--- src/rtl/sram_line_loader_pkg.sv ---
// Shared types and constants for the SRAM line loader: FSM state encoding,
// default write-cycle timing and the number of stream words per line.
package sram_loader_pkg;

    typedef enum logic [2:0] {
        IDLE,
        FILL,
        SETUP,
        PULSE,
        HOLD,
        DONE
    } state_t;

    localparam int T_SETUP_D = 1;
    localparam int T_PULSE_D = 2;
    localparam int T_HOLD_D  = 1;

    localparam int WORDW_D = 32;
    localparam int LINEW_D = 128;
    localparam int LANES   = LINEW_D / WORDW_D;

    function automatic int max3(input int a, input int b, input int c);
        int m;
        m = (a > b) ? a : b;
        return (m > c) ? m : c;
    endfunction

endpackage

--- src/rtl/sram_line_loader_if.sv ---
// Stream input plus the SRAM array pin bundle driven by the loader.
// master = loader side, slave = stream source / SRAM array side.
interface sram_line_loader_if #(
    parameter int ADDRW = 19,
    parameter int WORDW = 32,
    parameter int LINEW = 128
);
    logic             s_valid;
    logic             s_ready;
    logic [WORDW-1:0] s_data;

    logic [ADDRW-1:0] SRAM_ADDR_Stream;
    logic [LINEW-1:0] SRAM_DATA_IN_Stream;
    logic             SRAM_CS;
    logic             SRAM_WR;
    logic             mode_R1_W0;

    modport master (
        input  s_valid,
        input  s_data,
        output s_ready,
        output SRAM_ADDR_Stream,
        output SRAM_DATA_IN_Stream,
        output SRAM_CS,
        output SRAM_WR,
        output mode_R1_W0
    );

    modport slave (
        output s_valid,
        output s_data,
        input  s_ready,
        input  SRAM_ADDR_Stream,
        input  SRAM_DATA_IN_Stream,
        input  SRAM_CS,
        input  SRAM_WR,
        input  mode_R1_W0
    );
endinterface

--- src/rtl/sram_line_loader_packer.sv ---
// Packs accepted stream words into lanes of one line and keeps a running
// XOR checksum; line_full flags acceptance of the last lane.
module line_packer
    import sram_loader_pkg::*;
#(
    parameter int WORDW = 32,
    parameter int LINEW = 128
) (
    input  logic             clk,
    input  logic             rst,
    input  logic             clear,
    input  logic             fill_en,
    input  logic             s_valid,
    input  logic [WORDW-1:0] s_data,
    output logic [LINEW-1:0] line,
    output logic [WORDW-1:0] checksum,
    output logic             line_full
);
    localparam int IDXW = (LANES > 1) ? $clog2(LANES) : 1;

    logic [IDXW-1:0]  idx_reg;
    logic [WORDW-1:0] checksum_reg;
    logic [WORDW-1:0] lane_reg [LANES];
    logic             accept;

    assign accept    = fill_en && s_valid;
    assign line_full = accept && (idx_reg == IDXW'(LANES - 1));
    assign checksum  = checksum_reg;

    // Index wraps naturally back to lane 0 after the last lane.
    always_ff @(posedge clk) begin
        if (rst || clear) begin
            idx_reg      <= '0;
            checksum_reg <= '0;
        end else if (accept) begin
            idx_reg      <= idx_reg + IDXW'(1);
            checksum_reg <= checksum_reg ^ s_data;
        end
    end

    generate
        for (genvar gi = 0; gi < LANES; gi++) begin : g_lane
            always_ff @(posedge clk) begin
                if (rst || clear) begin
                    lane_reg[gi] <= '0;
                end else if (accept && (idx_reg == IDXW'(gi))) begin
                    lane_reg[gi] <= s_data;
                end
            end
            assign line[gi*WORDW +: WORDW] = lane_reg[gi];
        end
    endgenerate

endmodule

--- src/rtl/sram_line_loader.sv ---
// Bulk SRAM initialiser: packs stream words into lines and writes them to
// consecutive line addresses with a timed setup/pulse/hold async write cycle.
module sram_line_loader
    import sram_loader_pkg::*;
#(
    parameter int ADDRW   = 19,
    parameter int WORDW   = WORDW_D,
    parameter int LINEW   = LINEW_D,
    parameter int T_SETUP = T_SETUP_D,
    parameter int T_PULSE = T_PULSE_D,
    parameter int T_HOLD  = T_HOLD_D
) (
    input  logic                CLK,
    input  logic                RST,
    input  logic                start,
    input  logic [ADDRW-1:0]    base_addr,
    input  logic [ADDRW-1:0]    line_count,
    sram_line_loader_if.master  bus,
    output logic                busy,
    output logic                done,
    output logic [WORDW-1:0]    checksum
);
    localparam int T_MAX = max3(T_SETUP, T_PULSE, T_HOLD);
    localparam int PW    = $clog2(T_MAX + 1);

    state_t           state_reg;
    logic [PW-1:0]    phase_reg;
    logic [ADDRW-1:0] addr_reg;
    logic [ADDRW-1:0] lines_left_reg;
    logic             s_ready_reg;
    logic             cs_reg;
    logic             wr_reg;
    logic             mode_reg;
    logic             busy_reg;
    logic             done_reg;

    logic             start_ok;
    logic             line_full;
    logic [LINEW-1:0] line_data;

    assign start_ok = start && ((state_reg == IDLE) || (state_reg == DONE));

    line_packer #(
        .WORDW (WORDW),
        .LINEW (LINEW)
    ) u_packer (
        .clk       (CLK),
        .rst       (RST),
        .clear     (start_ok),
        .fill_en   (s_ready_reg),
        .s_valid   (bus.s_valid),
        .s_data    (bus.s_data),
        .line      (line_data),
        .checksum  (checksum),
        .line_full (line_full)
    );

    // Every pin-facing control is a register updated on the transition into
    // the state that needs it, so the SRAM sees glitch-free strobes.
    always_ff @(posedge CLK) begin
        if (RST) begin
            state_reg      <= IDLE;
            phase_reg      <= '0;
            addr_reg       <= '0;
            lines_left_reg <= '0;
            s_ready_reg    <= 1'b0;
            cs_reg         <= 1'b1;
            wr_reg         <= 1'b1;
            mode_reg       <= 1'b1;
            busy_reg       <= 1'b0;
            done_reg       <= 1'b0;
        end else begin
            case (state_reg)
                IDLE, DONE: begin
                    if (start) begin
                        addr_reg       <= base_addr;
                        lines_left_reg <= line_count;
                        if (line_count == '0) begin
                            state_reg <= DONE;
                            busy_reg  <= 1'b0;
                            done_reg  <= 1'b1;
                        end else begin
                            state_reg   <= FILL;
                            busy_reg    <= 1'b1;
                            done_reg    <= 1'b0;
                            mode_reg    <= 1'b0;
                            s_ready_reg <= 1'b1;
                        end
                    end
                end

                FILL: begin
                    if (line_full) begin
                        state_reg   <= SETUP;
                        s_ready_reg <= 1'b0;
                        cs_reg      <= 1'b0;
                        phase_reg   <= PW'(T_SETUP - 1);
                    end
                end

                SETUP: begin
                    if (phase_reg == '0) begin
                        state_reg <= PULSE;
                        wr_reg    <= 1'b0;
                        phase_reg <= PW'(T_PULSE - 1);
                    end else begin
                        phase_reg <= phase_reg - PW'(1);
                    end
                end

                PULSE: begin
                    if (phase_reg == '0) begin
                        state_reg <= HOLD;
                        wr_reg    <= 1'b1;
                        phase_reg <= PW'(T_HOLD - 1);
                    end else begin
                        phase_reg <= phase_reg - PW'(1);
                    end
                end

                HOLD: begin
                    if (phase_reg == '0) begin
                        addr_reg       <= addr_reg + ADDRW'(1);
                        lines_left_reg <= lines_left_reg - ADDRW'(1);
                        cs_reg         <= 1'b1;
                        if (lines_left_reg == ADDRW'(1)) begin
                            state_reg <= DONE;
                            busy_reg  <= 1'b0;
                            done_reg  <= 1'b1;
                            mode_reg  <= 1'b1;
                        end else begin
                            state_reg   <= FILL;
                            s_ready_reg <= 1'b1;
                        end
                    end else begin
                        phase_reg <= phase_reg - PW'(1);
                    end
                end

                default: begin
                    state_reg <= IDLE;
                end
            endcase
        end
    end

    assign bus.s_ready             = s_ready_reg;
    assign bus.SRAM_ADDR_Stream    = addr_reg;
    assign bus.SRAM_DATA_IN_Stream = line_data;
    assign bus.SRAM_CS             = cs_reg;
    assign bus.SRAM_WR             = wr_reg;
    assign bus.mode_R1_W0          = mode_reg;
    assign busy                    = busy_reg;
    assign done                    = done_reg;

endmodule
--- src/flat_wrapper.sv ---
// flat-port wrapper written by rule: the top's interface ports become plain ports
module sram_line_loader_flat import sram_loader_pkg::*;
#(
    parameter int ADDRW   = 19,
    parameter int WORDW   = WORDW_D,
    parameter int LINEW   = LINEW_D,
    parameter int T_SETUP = T_SETUP_D,
    parameter int T_PULSE = T_PULSE_D,
    parameter int T_HOLD  = T_HOLD_D
)
  (CLK, RST, start, base_addr, line_count, busy, done, checksum, bus_s_valid, bus_s_data, bus_s_ready, bus_SRAM_ADDR_Stream, bus_SRAM_DATA_IN_Stream, bus_SRAM_CS, bus_SRAM_WR, bus_mode_R1_W0);
  sram_line_loader_if #(.ADDRW(ADDRW), .WORDW(WORDW), .LINEW(LINEW)) bus_i ();
  input  logic CLK;
  input  logic RST;
  input  logic start;
  input  logic [ADDRW-1:0] base_addr;
  input  logic [ADDRW-1:0] line_count;
  output logic busy;
  output logic done;
  output logic [WORDW-1:0] checksum;
  input wire logic [$bits(bus_i.s_valid)-1:0] bus_s_valid;
  input wire logic [$bits(bus_i.s_data)-1:0] bus_s_data;
  output wire logic [$bits(bus_i.s_ready)-1:0] bus_s_ready;
  output wire logic [$bits(bus_i.SRAM_ADDR_Stream)-1:0] bus_SRAM_ADDR_Stream;
  output wire logic [$bits(bus_i.SRAM_DATA_IN_Stream)-1:0] bus_SRAM_DATA_IN_Stream;
  output wire logic [$bits(bus_i.SRAM_CS)-1:0] bus_SRAM_CS;
  output wire logic [$bits(bus_i.SRAM_WR)-1:0] bus_SRAM_WR;
  output wire logic [$bits(bus_i.mode_R1_W0)-1:0] bus_mode_R1_W0;
  assign bus_i.s_valid = bus_s_valid;
  assign bus_i.s_data = bus_s_data;
  assign bus_s_ready = bus_i.s_ready;
  assign bus_SRAM_ADDR_Stream = bus_i.SRAM_ADDR_Stream;
  assign bus_SRAM_DATA_IN_Stream = bus_i.SRAM_DATA_IN_Stream;
  assign bus_SRAM_CS = bus_i.SRAM_CS;
  assign bus_SRAM_WR = bus_i.SRAM_WR;
  assign bus_mode_R1_W0 = bus_i.mode_R1_W0;
  sram_line_loader #(.ADDRW(ADDRW), .WORDW(WORDW), .LINEW(LINEW), .T_SETUP(T_SETUP), .T_PULSE(T_PULSE), .T_HOLD(T_HOLD)) u_core (.CLK(CLK), .RST(RST), .start(start), .base_addr(base_addr), .line_count(line_count), .bus(bus_i), .busy(busy), .done(done), .checksum(checksum));
endmodule
--- config.mk ---
export PLATFORM = sky130hd
export DESIGN_NAME = sram_line_loader_flat
export DESIGN_NICKNAME = d
export VERILOG_FILES = /design/src/rtl/sram_line_loader_pkg.sv /design/src/rtl/sram_line_loader_if.sv /design/src/rtl/sram_line_loader_packer.sv /design/src/rtl/sram_line_loader.sv /design/src/flat_wrapper.sv
export SDC_FILE = /design/constraint.sdc
export NUM_CORES = 1
export LEC_CHECK = 0
export CORE_ASPECT_RATIO = 0.8
export CORE_UTILIZATION = 52
export DETAILED_ROUTE_END_ITERATION = 8
export HOLD_SLACK_MARGIN = 0.12
export PLACE_DENSITY = 0.86
export SLEW_MARGIN = 20
export SYNTH_ARGS = -nofsm -noshare
export SYNTH_HDL_FRONTEND = slang
export SYNTH_SLANG_ARGS = --single-unit
--- constraint.sdc ---
create_clock -name CLK -period 6.5 [get_ports CLK]
set_clock_uncertainty 0.1 [all_clocks]
set_input_delay 0.975 -clock CLK [delete_from_list [all_inputs] [get_ports CLK]]
set_output_delay 0.975 -clock CLK [all_outputs]
set_load 0.05 [all_outputs]
==> results.md <==
Routing:
- The vias after detailed routing is 7467.
- In the final routed layout, each cell accounts on average for roughly 19 um.
- The first detailed-routing pass took 9 iterations.
- The average via count per standard cell is ~5.6.
- In this run the remaining antenna-violating nets after routing total 0.
- The first routing iteration left 574 violations.
- After detailed routing, the number of remaining DRC violations is 2.
- The total routed wirelength is 25100 um.

GRT:
- The pin count of the biggest net entering global routing is 77.
- Summed over all layers, the global routing overflow is 0.
- The wire length of the first global-routing pass is 38600 um.
- The number of antenna violations at the first check in global routing is 0.
- In the global route stage, overall resource usage came out at 27.5%.
- The via count of the first global-routing pass came to 6957.

Placement:
- The worst setup slack before clock tree synthesis is 2.48 ns.
- The cell count after placement is 1296.
- Buffers placed on the I/O ports in this run total 258.
- After legalization and detailed placement, the total HPWL measured 16800 um.
- Routability-driven placement finished with a final weighted congestion of 0.876.

Power:
- The power density relative to cell area is 286 nW/um^2.
- The worst ir drop on vdd is approximately 0.17 mV.
- Summed over all cells, the static leakage comes to 0.00471 uW.

STA:
- The worst slew margin relative to its limit is 26.1%.
- The top achievable clock speed is 305 MHz.
- Setup violations remaining at the end of the flow were counted as 0.
- Setup repair after global routing left no endpoint under its margin.
- The time the final worst path needs with I/O delays and setup is 3.28 ns.
- The total count of max-transition violations in the final report is 0.
- The part of the cycle the worst path needs is 50.4%.
- The transition time at the pin with the least slew margin is 1.10 ns.
- The post-route worst setup slack is between 3 and 4 ns.
- The hold violation count in the final report is 0.
- The sum of negative setup slack is 0 ns.

Worst setup path:
- The data required time at the worst endpoint is 6.64 ns.
- The worst path arrival time is 3.42 ns.
- The highest net fanout along the worst path is 38.
- The sort of element at the start of the critical path is an input port.
- By startpoint and endpoint, the worst setup path is classified as input port to flip-flop.
- The worst setup path is captured at a flip-flop.

Yosys:
- The average size of a mapped cell is about 11 sq um.
- Counting distinct cell types in the post-synthesis netlist gives 68.
- The number of flops mapped to enable cells by yosys is 128.
- By area the synthesized netlist is led by sky130_fd_sc_hd__edfxtp_1 42%, sky130_fd_sc_hd__dfxtp_1 18%, sky130_fd_sc_hd__and2_1 8.8%.
- The synthesized design contains 211 register bits.
- The gate count of the mapped netlist is 859.
- The largest total area in the synthesized netlist belongs to sky130_fd_sc_hd__edfxtp_1.
- The dominant register cell in the synthesized netlist is sky130_fd_sc_hd__edfxtp_1.
- The fraction of registers with async set or reset after synthesis is 0%.
- The cell area that synthesis handed to floorplanning was 9230 sq um.
- The net count of the mapped netlist is 943.
- Summing the sequential cell areas from Yosys gives about 60% of the chip area.
- Of the post-synthesis cell area, the dominant cell type holds around two fifths.
- Yosys printed 0 warnings.

Job:
- The max capacitance violation total is 0.

Die:
- During I/O placement, the number of pins put on the boundary was 259.
- The standard cell core area is 17300 sq um.
- The vertical die dimension is between 100 and 150 um.
- The number of rows created at floorplan is 43.
- The initial utilization of the core area, before any placement, comes to 53.3%.
- The total die area is 18300 sq um.
- The die boundary width is 151 um.

Finish:
- The fraction of final layout cells sized beyond drive strength 1 is about 5.0%.
- The register with the most flip-flops in the layout has 128 of them.
- The antenna diode count is 0.
- The library cells used most frequently in the layout, excluding fill and tap cells, are 258 x sky130_fd_sc_hd__clkdlybuf4s50_1, 130 x sky130_fd_sc_hd__and2_1, 128 x sky130_fd_sc_hd__edfxtp_1.
- In the final layout, flip-flops and latches occupy 5510 sq um.
- The count of nets after finishing is 1178.
- Leaving out fill and tap cells, the most frequent cell in the layout is sky130_fd_sc_hd__clkdlybuf4s50_1.
- Summing all multi-input logic gate instances after layout gives 3450 sq um.
- The layout-stage area growth over the synthesis result is 36.5%.
- The final instance count without filler cells is ~1300.
- Measured on the finished design, the core utilization comes to approximately 73%.
- The fill cell total of the finished layout is 1196.

Clocking:
- The sink count of the clock tree is approximately 210.
- In this run, post-CTS repair resized a total of 0 instances.
- In this run the number of H-tree levels came out at 1.
- TritonCTS created 21 clock buffers.
- Clock latency on the worst-skew pair, taken at its later pin, is 0.50 ns.
- The post-CTS clock slew at the launch and capture registers of the worst setup and hold paths is about 0.060 ns.
- The master cell of the clock root buffer is sky130_fd_sc_hd__clkbuf_16.
- In this run the deepest clock path goes through 3 buffers.
- TritonCTS built the clock tree.
- The number of buffers inserted for hold repair after clock tree synthesis is 0.
- The post-CTS repair timing setup buffer count is 0.

Run status:
- The final reports fail on DRC.
- The flow ran to the end, but the final reports show violations.

Min path:
- The min-delay analysis places its worst path in the category flip-flop to flip-flop.
path summary, 6_finish.rpt:
path | start | to | slack [ns] | cells after the start
setup / recovery | start | u_core.u_packer.lane_reg[1][22] | 3.22 | 5
hold / removal | u_core.phase_reg[0] | u_core.phase_reg[0] | 0.40 | 2
hold reg to reg | u_core.phase_reg[0] | u_core.phase_reg[0] | 0.40 | 2
setup reg to reg | u_core.state_reg[2] | u_core.u_packer.lane_reg[1][22] | 3.50 | 5
logic make-up after synthesis:
kind of cell,synth area share (%)
buf+inv,3.29
simple gates,21.8
fa+ha+maj,1.36
mux,0.447
flops,59.6
xor+xnor,3.23
compound gates,10.3
area by class of cell:
class	instances	share of cell area [%]
clock inverters	10	0.576
flip-flops and latches	211	43.7
well taps	225	2.23
clock buffers	28	4.62
inverters	13	0.387
multi-input cells	579	27.4
repair buffers	268	21.1
synth_stat cells (17+ instances only):
library cell and number:
sky130_fd_sc_hd__and2_1 130, sky130_fd_sc_hd__nor2_1 78, sky130_fd_sc_hd__a21oi_1 41, sky130_fd_sc_hd__dfxtp_1 83, sky130_fd_sc_hd__xor2_1 33, sky130_fd_sc_hd__o21ai_0 31, sky130_fd_sc_hd__clkbuf_1 38, sky130_fd_sc_hd__edfxtp_1 128
sky130_fd_sc_hd__nor3_1 17, sky130_fd_sc_hd__nand2_1 78, sky130_fd_sc_hd__nand3_1 19
per-layer routing:
metal	GRT usage (%)	wire (um)	share of wire, %	up-vias
met1	36.4	10100	40	3579
li1	-	-	-	3488
met4	9.81	898	3.6	0
met2	46.2	12300	49	343
met5	0	0	0	-
met3	3.50	1760	7.0	57
per-stage QoR:
step / hold WS, ns / power (uW) / instance area, sq um
floorplan: 0.348 / 2150 / 9230
global placement: 0.365 / 2440 / 11900
detailed placement: 0.391 / 2450 / 11900
CTS: 0.399 / 3610 / 12600
global route: 0.421 / 3710 / 12600
finish: 0.400 / 3600 / 12600
where the power goes:
group / switching [uW] / internal, uW / leakage [uW]
clock network: 502 / 668 / 0.000323
logic: 565 / 270 / 0.00231
registers: 66.1 / 1530 / 0.00207
total: 1130 / 2470 / 0.00471
worst max-delay path, cell delays in order:
cell and delay, ns:
sky130_fd_sc_hd__clkdlybuf4s50_1 0.60, sky130_fd_sc_hd__nor3b_2 0.42, sky130_fd_sc_hd__or2_2 0.79, sky130_fd_sc_hd__nor2_4 0.31, sky130_fd_sc_hd__and2_1 0.30
Power figures use the tool's default switching activity.
